===== config.mk =====
export PLATFORM = sky130hd
export DESIGN_NAME = gtc_settle_timer
export DESIGN_NICKNAME = d
export VERILOG_FILES = /design/src/rtl/gate_truth_table_checker_pkg.sv /design/src/rtl/gtc_settle_timer.sv
export SDC_FILE = /design/constraint.sdc
export NUM_CORES = 1
export LEC_CHECK = 0
export CORE_AREA = 10 10 47 49
export DETAILED_ROUTE_END_ITERATION = 10
export DIE_AREA = 0 0 57 59
export PLACE_DENSITY = 0.73
export SLEW_MARGIN = 0
export SYNTH_ARGS = -nofsm -noshare
export SYNTH_HDL_FRONTEND = slang
export SYNTH_SLANG_ARGS = --single-unit

===== constraint.sdc =====
create_clock -name clk -period 2.3 [get_ports clk]
set_input_delay 0.46 -clock clk [delete_from_list [all_inputs] [get_ports clk]]
set_output_delay 0.46 -clock clk [all_outputs]
set_load 0.02 [all_outputs]

===== src/rtl/gate_truth_table_checker_pkg.sv =====
// rtl/gate_truth_table_checker_pkg.sv - shared state encodings and widths for the truth-table checker
package gate_truth_table_checker_pkg;

   localparam int GTC_CNT_W = 8;

   typedef enum logic [1:0] {
      GTC_IDLE   = 2'd0,
      GTC_SETTLE = 2'd1,
      GTC_SAMPLE = 2'd2,
      GTC_DONE   = 2'd3
   } gtc_state_e;

   // Reload value so that SETTLE state lasts exactly `settle` cycles.
   function automatic logic [GTC_CNT_W-1:0] settle_reload(input int settle);
      return GTC_CNT_W'(settle - 1);
   endfunction

endpackage


===== src/rtl/gtc_settle_timer.sv =====
// rtl/gtc_settle_timer.sv - settle down-counter; expired while the count sits at zero
module gtc_settle_timer
   import gate_truth_table_checker_pkg::*;
(
   input  logic                 clk,
   input  logic                 rst_n,
   input  logic                 load,
   input  logic [GTC_CNT_W-1:0] value,
   output logic                 expired
);

   logic [GTC_CNT_W-1:0] cnt;

   always_ff @(posedge clk or negedge rst_n) begin
      if (!rst_n) begin
         cnt <= '0;
      end else if (load) begin
         cnt <= value;
      end else if (cnt != '0) begin
         cnt <= cnt - 1'b1;
      end
   end

   assign expired = (cnt == '0);

endmodule


==> Word level (Yosys, flattened, before mapping) <==
Cells that the tools add are included.
{ "totals": {"output_inout_bits": 1, "register_bits": 8} }
{ "op_classes": {"reduce_logical": 3, "muxes": 2, "add_sub_neg": 1} }
{ "ops": {"columns": ["operator", "n"], "rows": [
  ["2-to-1 mux 8 bit", 2],
  ["zero test 8 bit", 1],
  ["nonzero test 8 bit", 1],
  ["subtractor 8 x 1 -> 8 bit, second input constant", 1],
  ["nonzero test 2 bit", 1]
]} }

==> Logic depth before layout (Yosys ltp) <==
Gate-level depths: netlist of run 1.
{ "depth": {"ltp_word": 3, "depth_mapped": 6, "mapped_depth_nobuf": 5} }

==> Least setup slack after synthesis of run 1 <==
Ideal clock, no wire load.
{ "synth_timing": {"path_type": "reg2out", "startpoint": "reg cnt[0]", "endpoint": "out expired", "n_path_buf": 1, "arrival_ps": 1505, "setup_slack_ps": 335, "stages_incl_launch_ff": 6, "required_time_ps": 1840, "cell_sequence": "dfrtp_1 > inv_1 > ha_1 > or3b_1 > clkbuf_2 > nor2_1"} }
{ "synth_via": {"elab_chain_len": 1} }
{ "synth_lines": {"columns": ["element", "line_no", "text"], "rows": [
  ["start, declared", "gtc_settle_timer.sv:12", "logic [GTC_CNT_W-1:0] cnt;"],
  ["start signal, assigned", "gtc_settle_timer.sv:18", "cnt <= value;"],
  ["start signal, assigned", "gtc_settle_timer.sv:20", "cnt <= cnt - 1'b1;"],
  ["zero test 8 bit", "gtc_settle_timer.sv:24", "assign expired = (cnt == '0);"],
  ["end, declared", "gtc_settle_timer.sv:9", "output logic expired"]
]} }
Every way passes these cells.

==> Worst setup path after layout of run 1 <==
{ "layout_timing": {"startpoint": "reg cnt[1]", "endpoint": "out expired"} }
The elaborated chain is that of the path after synthesis.

==> results of run 1 <==
-- through the flow --
step,hold WS (ns),utilization [%]
6_report,0.480,47.9
4_1_cts,0.493,48.1
3_3_place_gp,0.595,46.6
5_1_grt,0.492,47.9
2_1_floorplan,0.164,-
3_5_place_dp,0.614,46.6
-- layout by cell type, fill, tap and decap left out, types with 2 or more instances in the layout --
master,Yosys,routed
o21ai_0,2,2
a21oi_1,3,3
inv_1,3,3
nor3_1,3,3
nor4_1,2,2
or4_1,2,2
clkbuf_4,0,3
nor2_1,5,5
dfrtp_1,8,8
o31ai_1,3,3
clkdlybuf4s50_1,0,10
buf_4,0,8
nand3_1,2,2
nand2_1,5,5
-- worst max-delay path: cells and delay by family (launching register included) --
family | cells | cell delay [ns]
flops | 1 | 0.41
simple gates | 2 | 0.51
fa+ha+maj | 1 | 0.16
buf+inv | 2 | 0.26
-- power groups by stage --
stage               Clock (mW)  Combinational, mW  Sequential (mW)
finish                   0.116              0.106            0.177
global route             0.129              0.120            0.181
CTS                      0.119              0.107            0.177
detailed placement           0              0.107            0.180
global placement             0              0.104            0.179
floorplan                    0             0.0550            0.179
-- cell families (layout without fill, tap and decap cells) --
kind of cell             after synthesis  count (layout)  synth area share, %
XOR/XNOR                               1               1                 1.84
AO/OA/AOI/OAI                         16              16                 23.4
AND/OR/NAND/NOR                       23              23                 24.9
adder cells (fa/ha/maj)                1               1                 2.62
buffers and inverters                  5              25                 5.25
flip-flops                             8               8                 42.0
-- final cells by class --
cell class | count | area share (%)
Tap cell | 16 | 2.99
Inverter | 3 | 1.68
Multi-Input combinational cell | 41 | 37.5
Clock buffer | 3 | 3.36
Timing Repair Buffer | 19 | 24.6
Sequential cell | 8 | 29.9
-- per-layer routing --
metal	vias up	track usage, %	share of wire [%]
met5	-	0	0
met4	0	7.05	3.3
met3	5	2.58	3.3
met2	13	13.6	48
met1	234	9.11	45
li1	247	-	-
-- repair_timing --
item / 4_1_cts / 5_1_grt
endpoints found under the setup margin: 1 / 1
resized for setup: 1 / 2
endpoints found under the hold margin: 0 / 0
-- worst min-delay path by stage --
stage                   to  slack (ns)  depth (start not counted)
floorplan           cnt[0]        0.16                          0
finish              cnt[4]        0.48                          1
global placement    cnt[6]        0.59                          2
global route        cnt[2]        0.49                          1
detailed placement  cnt[7]        0.61                          2
CTS                 cnt[2]        0.49                          1
==> flow_summary_export.csv, run 1 <==
group,metric,value,unit
outcome,status,"finished clean",
finish,antenna_cells,0,
timing,fmax,0.484,GHz
power_and_ir_drop,seqPwrFrac,44.4,%
detailed_routing,drtIter0Drc,10,
placement,pre_cts_ws,0.0693,ns
detailed_routing,ant_nets,0,
cts,cts_post_setup_buffers_inserted,0,
cts,cts_root_buffer,"clkbuf_4",
placement,gp_congestion,0.893,
synth,avgSynthCellArea,8.83,sq um
worst_setup_path,start_kind,"flop",
timing,period_share,89.8,%
cts,clk_pin_slew,0.06,ns
worst_setup_path,crit_end,"expired",
finish,final_area,671,sq um
finish,nFillCells,150,
die,fp.dieW,57,um
worst_setup_path,required,1.84,ns
synth,yosys.area.top_type_share,42.0,%
synth,ys_warn_count,0,
worst_setup_path,cpPeakStageDelay,0.41,ns
cts,cts_buffer_depth,2,
synth,async_flop_share,100,%
synth,yosysMostFrequentCell,"dfrtp_1",
global_routing,grt.overflow.total,0,
finish,top_register,"cnt",
finish,seq_area,200,sq um
finish,largest_reg_flops,8,
timing,fin_setup_tns,0,ns
power_and_ir_drop,p_leak,0.275,nW
synth,synth_flop_cell,"dfrtp_1",
run,max_cap_violations,0,
timing,finalWorstSetupSlack,0.235,ns
timing,slew_headroom,65.6,%
worst_setup_path,reg2reg_to,"cnt[4]",
finish,largestRegisters,"cnt x8",
cts,cts.sink_count,8,
global_routing,groute.usage.overall,8.54,%
finish,multi_input_area,251,sq um
worst_setup_path,crit_start,"cnt[1]",
worst_setup_path,path_max_fanout,5,
detailed_routing,vias,499,
worst_setup_path,path_class,"reg -> out",
timing,hold_viol,0,
global_routing,grt_pass1_wl,2210,um
detailed_routing,viasPerCell,5.54,
die,rows,14,
cts,worstSkewPairLatency,0.26,ns
worst_setup_path,r2r_cells,6,
power_and_ir_drop,ir_drop,308,uV
synth,synth_cells,54,
worst_setup_path,r2r_setup_slack,0.57,ns
timing,rsz0062_at_grt,"no",
synth,ys_seq_area_share,42.0,%
timing,period_minus_slack,2.07,ns
finish,layout-drive-gt1-share,16.2,%
power_and_ir_drop,p_int,0.277,mW
synth,yosys.area.top_type,"dfrtp_1",
die,ioPinCount,12,
worst_setup_path,path_cells,"inv_1 -> ha_1 -> or3b_1 -> nor2_1 -> clkbuf_2",
synth,synth_area,477,sq um
worst_setup_path,crit_slowest_cell,"dfrtp_1",
die,die_area,3360,sq um
die,initial_core_util,34.0,%
cts,holdBufCountCts,0,
power_and_ir_drop,clkPwrFrac,29.0,%
die,die_h,59,um
hold_path,hp-class,"in -> async",
power_and_ir_drop,finalPower,0.400,mW
timing,slew_viol_final,0,
finish,area_delta_synth_final,40.7,%
power_and_ir_drop,switching_share,30.7,%
detailed_routing,drc_errors,0,
worst_setup_path,endpoint_kind,"primary output",
synth,synthDistinctLibCells,27,
cts,cts.htree.levels,1,
worst_setup_path,r2r-start,"cnt[1]",
global_routing,grt_pass1_vias,497,
finish,instances_no_fill,90,
finish,finalNetCount,88,
timing,finalClockSkew,0.00250,ns
placement,placedInstanceArea,653,sq um
detailed_routing,routed_wl,1260,um
cts,cts_tree,"built",
placement,numPortBuffers,11,
global_routing,antenna_found_initial,0,
synth,ys_ff_latch,8,
global_routing,grt_max_degree,9,
synth,synth_edf_count,0,
worst_setup_path,worstPathArrival,1.61,ns
synth,syn_nets,66,
die,core-area,1400,sq um
placement,dp_hpwl,1000,um
detailed_routing,drtPass1Iterations,4,
timing,tightest_slew,0.511,ns
synth,synthTopCellsByArea,"dfrtp_1 (42%), o31ai_1 (4.7%), nand2_1 (3.9%)",
synth,ys_top_cells_by_count,"dfrtp_1 (8), nand2_1 (5), nor2_1 (5)",
timing,setup_viol,0,
cts,cts_buffers,3,
power_and_ir_drop,p_switching,0.123,mW
power_and_ir_drop,combPwrFrac,26.6,%
detailed_routing,wl_per_cell,14.0,um
power_and_ir_drop,p_per_area,596,nW/um^2
placement,placedCellCount,87,
Power figures use the tool's default switching activity.
==> run 2, diff against run 1 <==
--- a/config.mk
+++ b/config.mk
@@ -5,9 +5,11 @@
 export SDC_FILE = /design/constraint.sdc
 export NUM_CORES = 1
 export LEC_CHECK = 0
+export CAP_MARGIN = 20
 export CORE_AREA = 10 10 47 49
 export DETAILED_ROUTE_END_ITERATION = 10
 export DIE_AREA = 0 0 57 59
+export GPL_TIMING_DRIVEN = 0
 export PLACE_DENSITY = 0.73
 export SLEW_MARGIN = 0
 export SYNTH_ARGS = -nofsm -noshare
==> flow_summary_export.csv, run 2 (synthesis results as in run 1) <==
group,metric,value,unit
outcome,status,"finished clean",
global_routing,grt.overflow.total,0,
die,ioPinCount,12,
timing,period_share,95.1,%
detailed_routing,drc_errors,0,
placement,placedInstanceArea,607,sq um
die,initial_core_util,34.0,%
power_and_ir_drop,p_per_area,607,nW/um^2
die,fp.dieW,57,um
timing,setup_viol,0,
global_routing,grt_pass1_wl,2150,um
timing,rsz0062_at_grt,"no",
cts,holdBufCountCts,0,
finish,seq_area,200,sq um
finish,final_area,634,sq um
power_and_ir_drop,seqPwrFrac,47.9,%
global_routing,groute.usage.overall,8.08,%
timing,hold_viol,0,
detailed_routing,ant_nets,0,
finish,top_register,"cnt",
timing,finalWorstSetupSlack,0.112,ns
cts,cts_buffers,3,
power_and_ir_drop,clkPwrFrac,28.8,%
power_and_ir_drop,finalPower,0.385,mW
worst_setup_path,crit_slowest_cell,"or3b_4",
worst_setup_path,path_cells,"inv_1 -> ha_2 -> or3b_4 -> nor2_4 -> buf_4",
placement,dp_hpwl,897,um
worst_setup_path,cpPeakStageDelay,0.45,ns
cts,cts_tree,"built",
global_routing,antenna_found_initial,0,
finish,nFillCells,141,
timing,slew_headroom,64.0,%
finish,final_common_cell,"clkdlybuf4s50_1",
cts,worstSkewPairLatency,0.26,ns
worst_setup_path,worstPathArrival,1.73,ns
timing,finalClockSkew,0.00182,ns
cts,clk_pin_slew,0.06,ns
finish,final_util,45.3,%
detailed_routing,viasPerCell,5.86,
detailed_routing,vias,486,
detailed_routing,drtIter0Drc,14,
finish,largestRegisters,"cnt x8",
cts,cts_root_buffer,"clkbuf_4",
finish,layout-drive-gt1-share,10.4,%
finish,multi_input_area,264,sq um
finish,antenna_cells,0,
detailed_routing,drtPass1Iterations,4,
global_routing,grt_pass1_vias,460,
worst_setup_path,start_kind,"flop",
cts,cts.sink_count,8,
global_routing,grt_max_degree,11,
power_and_ir_drop,p_int,0.266,mW
run,max_cap_violations,0,
power_and_ir_drop,ir_drop,285,uV
finish,area_delta_synth_final,33.1,%
detailed_routing,wl_per_cell,14.8,um
cts,cts_buffer_depth,2,
worst_setup_path,path_class,"reg -> out",
worst_setup_path,endpoint_kind,"primary output",
detailed_routing,routed_wl,1230,um
finish,largest_reg_flops,8,
die,rows,14,
timing,slew_viol_final,0,
power_and_ir_drop,p_leak,0.243,nW
die,core-area,1400,sq um
worst_setup_path,required,1.84,ns
hold_path,hp-class,"in -> async",
die,die_area,3360,sq um
die,die_h,59,um
placement,pre_cts_ws,-0.262,ns
timing,fmax,0.457,GHz
power_and_ir_drop,p_switching,0.119,mW
cts,cts.htree.levels,1,
finish,finalNetCount,81,
placement,numPortBuffers,11,
worst_setup_path,path_max_fanout,7,
timing,period_minus_slack,2.19,ns
finish,final_cell_mix,"clkdlybuf4s50_1 (10), dfrtp_1 (8), nand2_1 (5)",
power_and_ir_drop,combPwrFrac,23.2,%
placement,gp_congestion,0.877,
timing,tightest_slew,0.535,ns
power_and_ir_drop,switching_share,30.9,%
[run 2: cell types whose count changed in the layout (fill, tap and decap cells not counted), sizes merged]
cell         previous run  this run
buf                     8         1
clkbuf                  4         3
dlygate4sd1             0         1
[run 2: through the flow]
stage	TNS [ns]	hold slack, ns	cells
floorplan	0	0.164	54
finish	0	0.488	83
global route	0	0.506	83
CTS	0	0.493	84
detailed placement	-0.262	0.600	81
global placement	-0.226	0.599	81
[run 2: timing repair]
item | CTS | global route
pin swaps | 0 | 0
resized for setup | 8 | 1
buffers inserted | 0 | 0
setup endpoints to repair | 1 | 1
[run 2: layout make-up]
| class | instances | area share (%) |
|---|---|---|
| inverters | 3 | 1.78 |
| plain buffers | 1 | 1.38 |
| clock buffers | 3 | 3.55 |
| multi-input cells | 41 | 41.6 |
| flip-flops and latches | 8 | 31.6 |
| well taps | 16 | 3.16 |
| repair buffers | 11 | 17.0 |
[run 2: layer usage]
metal / part of all wire [%] / global-route usage, % / vias to the layer above
met5: 0 / 0 / -
met2: 48 / 11.6 / 16
met4: 3.6 / 5.70 / 0
li1: - / - / 234
met1: 41 / 9.03 / 230
met3: 7.5 / 4.08 / 6
[run 2: path summary, 6_finish.rpt]
kind | end | slack (ns) | from | cells past startpoint
max reg2reg | cnt[6] | 0.52 | cnt[0] | 5
min reg2reg | cnt[6] | 0.62 | cnt[7] | 2
max in group asynchronous | cnt[1] | 1.54 | rst_n | 1
max | expired | 0.11 | cnt[0] | 5
min in group clk | cnt[6] | 0.62 | cnt[7] | 2
min | cnt[4] | 0.49 | rst_n | 1
[run 2: power groups by stage]
stage	clock, mW	sequential, mW	combinational (mW)
final	0.111	0.185	0.0895
after global routing	0.122	0.189	0.0994
after CTS	0.114	0.183	0.0894
after detailed placement	0	0.185	0.0856
after global placement	0	0.184	0.0837
after floorplan	0	0.179	0.0550
[run 2: worst max-delay path, delay by kind of cell, from the launching register on]
| family | cells | cell delay (ns) |
|---|---|---|
| buffers and inverters | 2 | 0.24 |
| and+or+nand+nor | 2 | 0.59 |
| adders and majority gates | 1 | 0.21 |
| DFF | 1 | 0.41 |
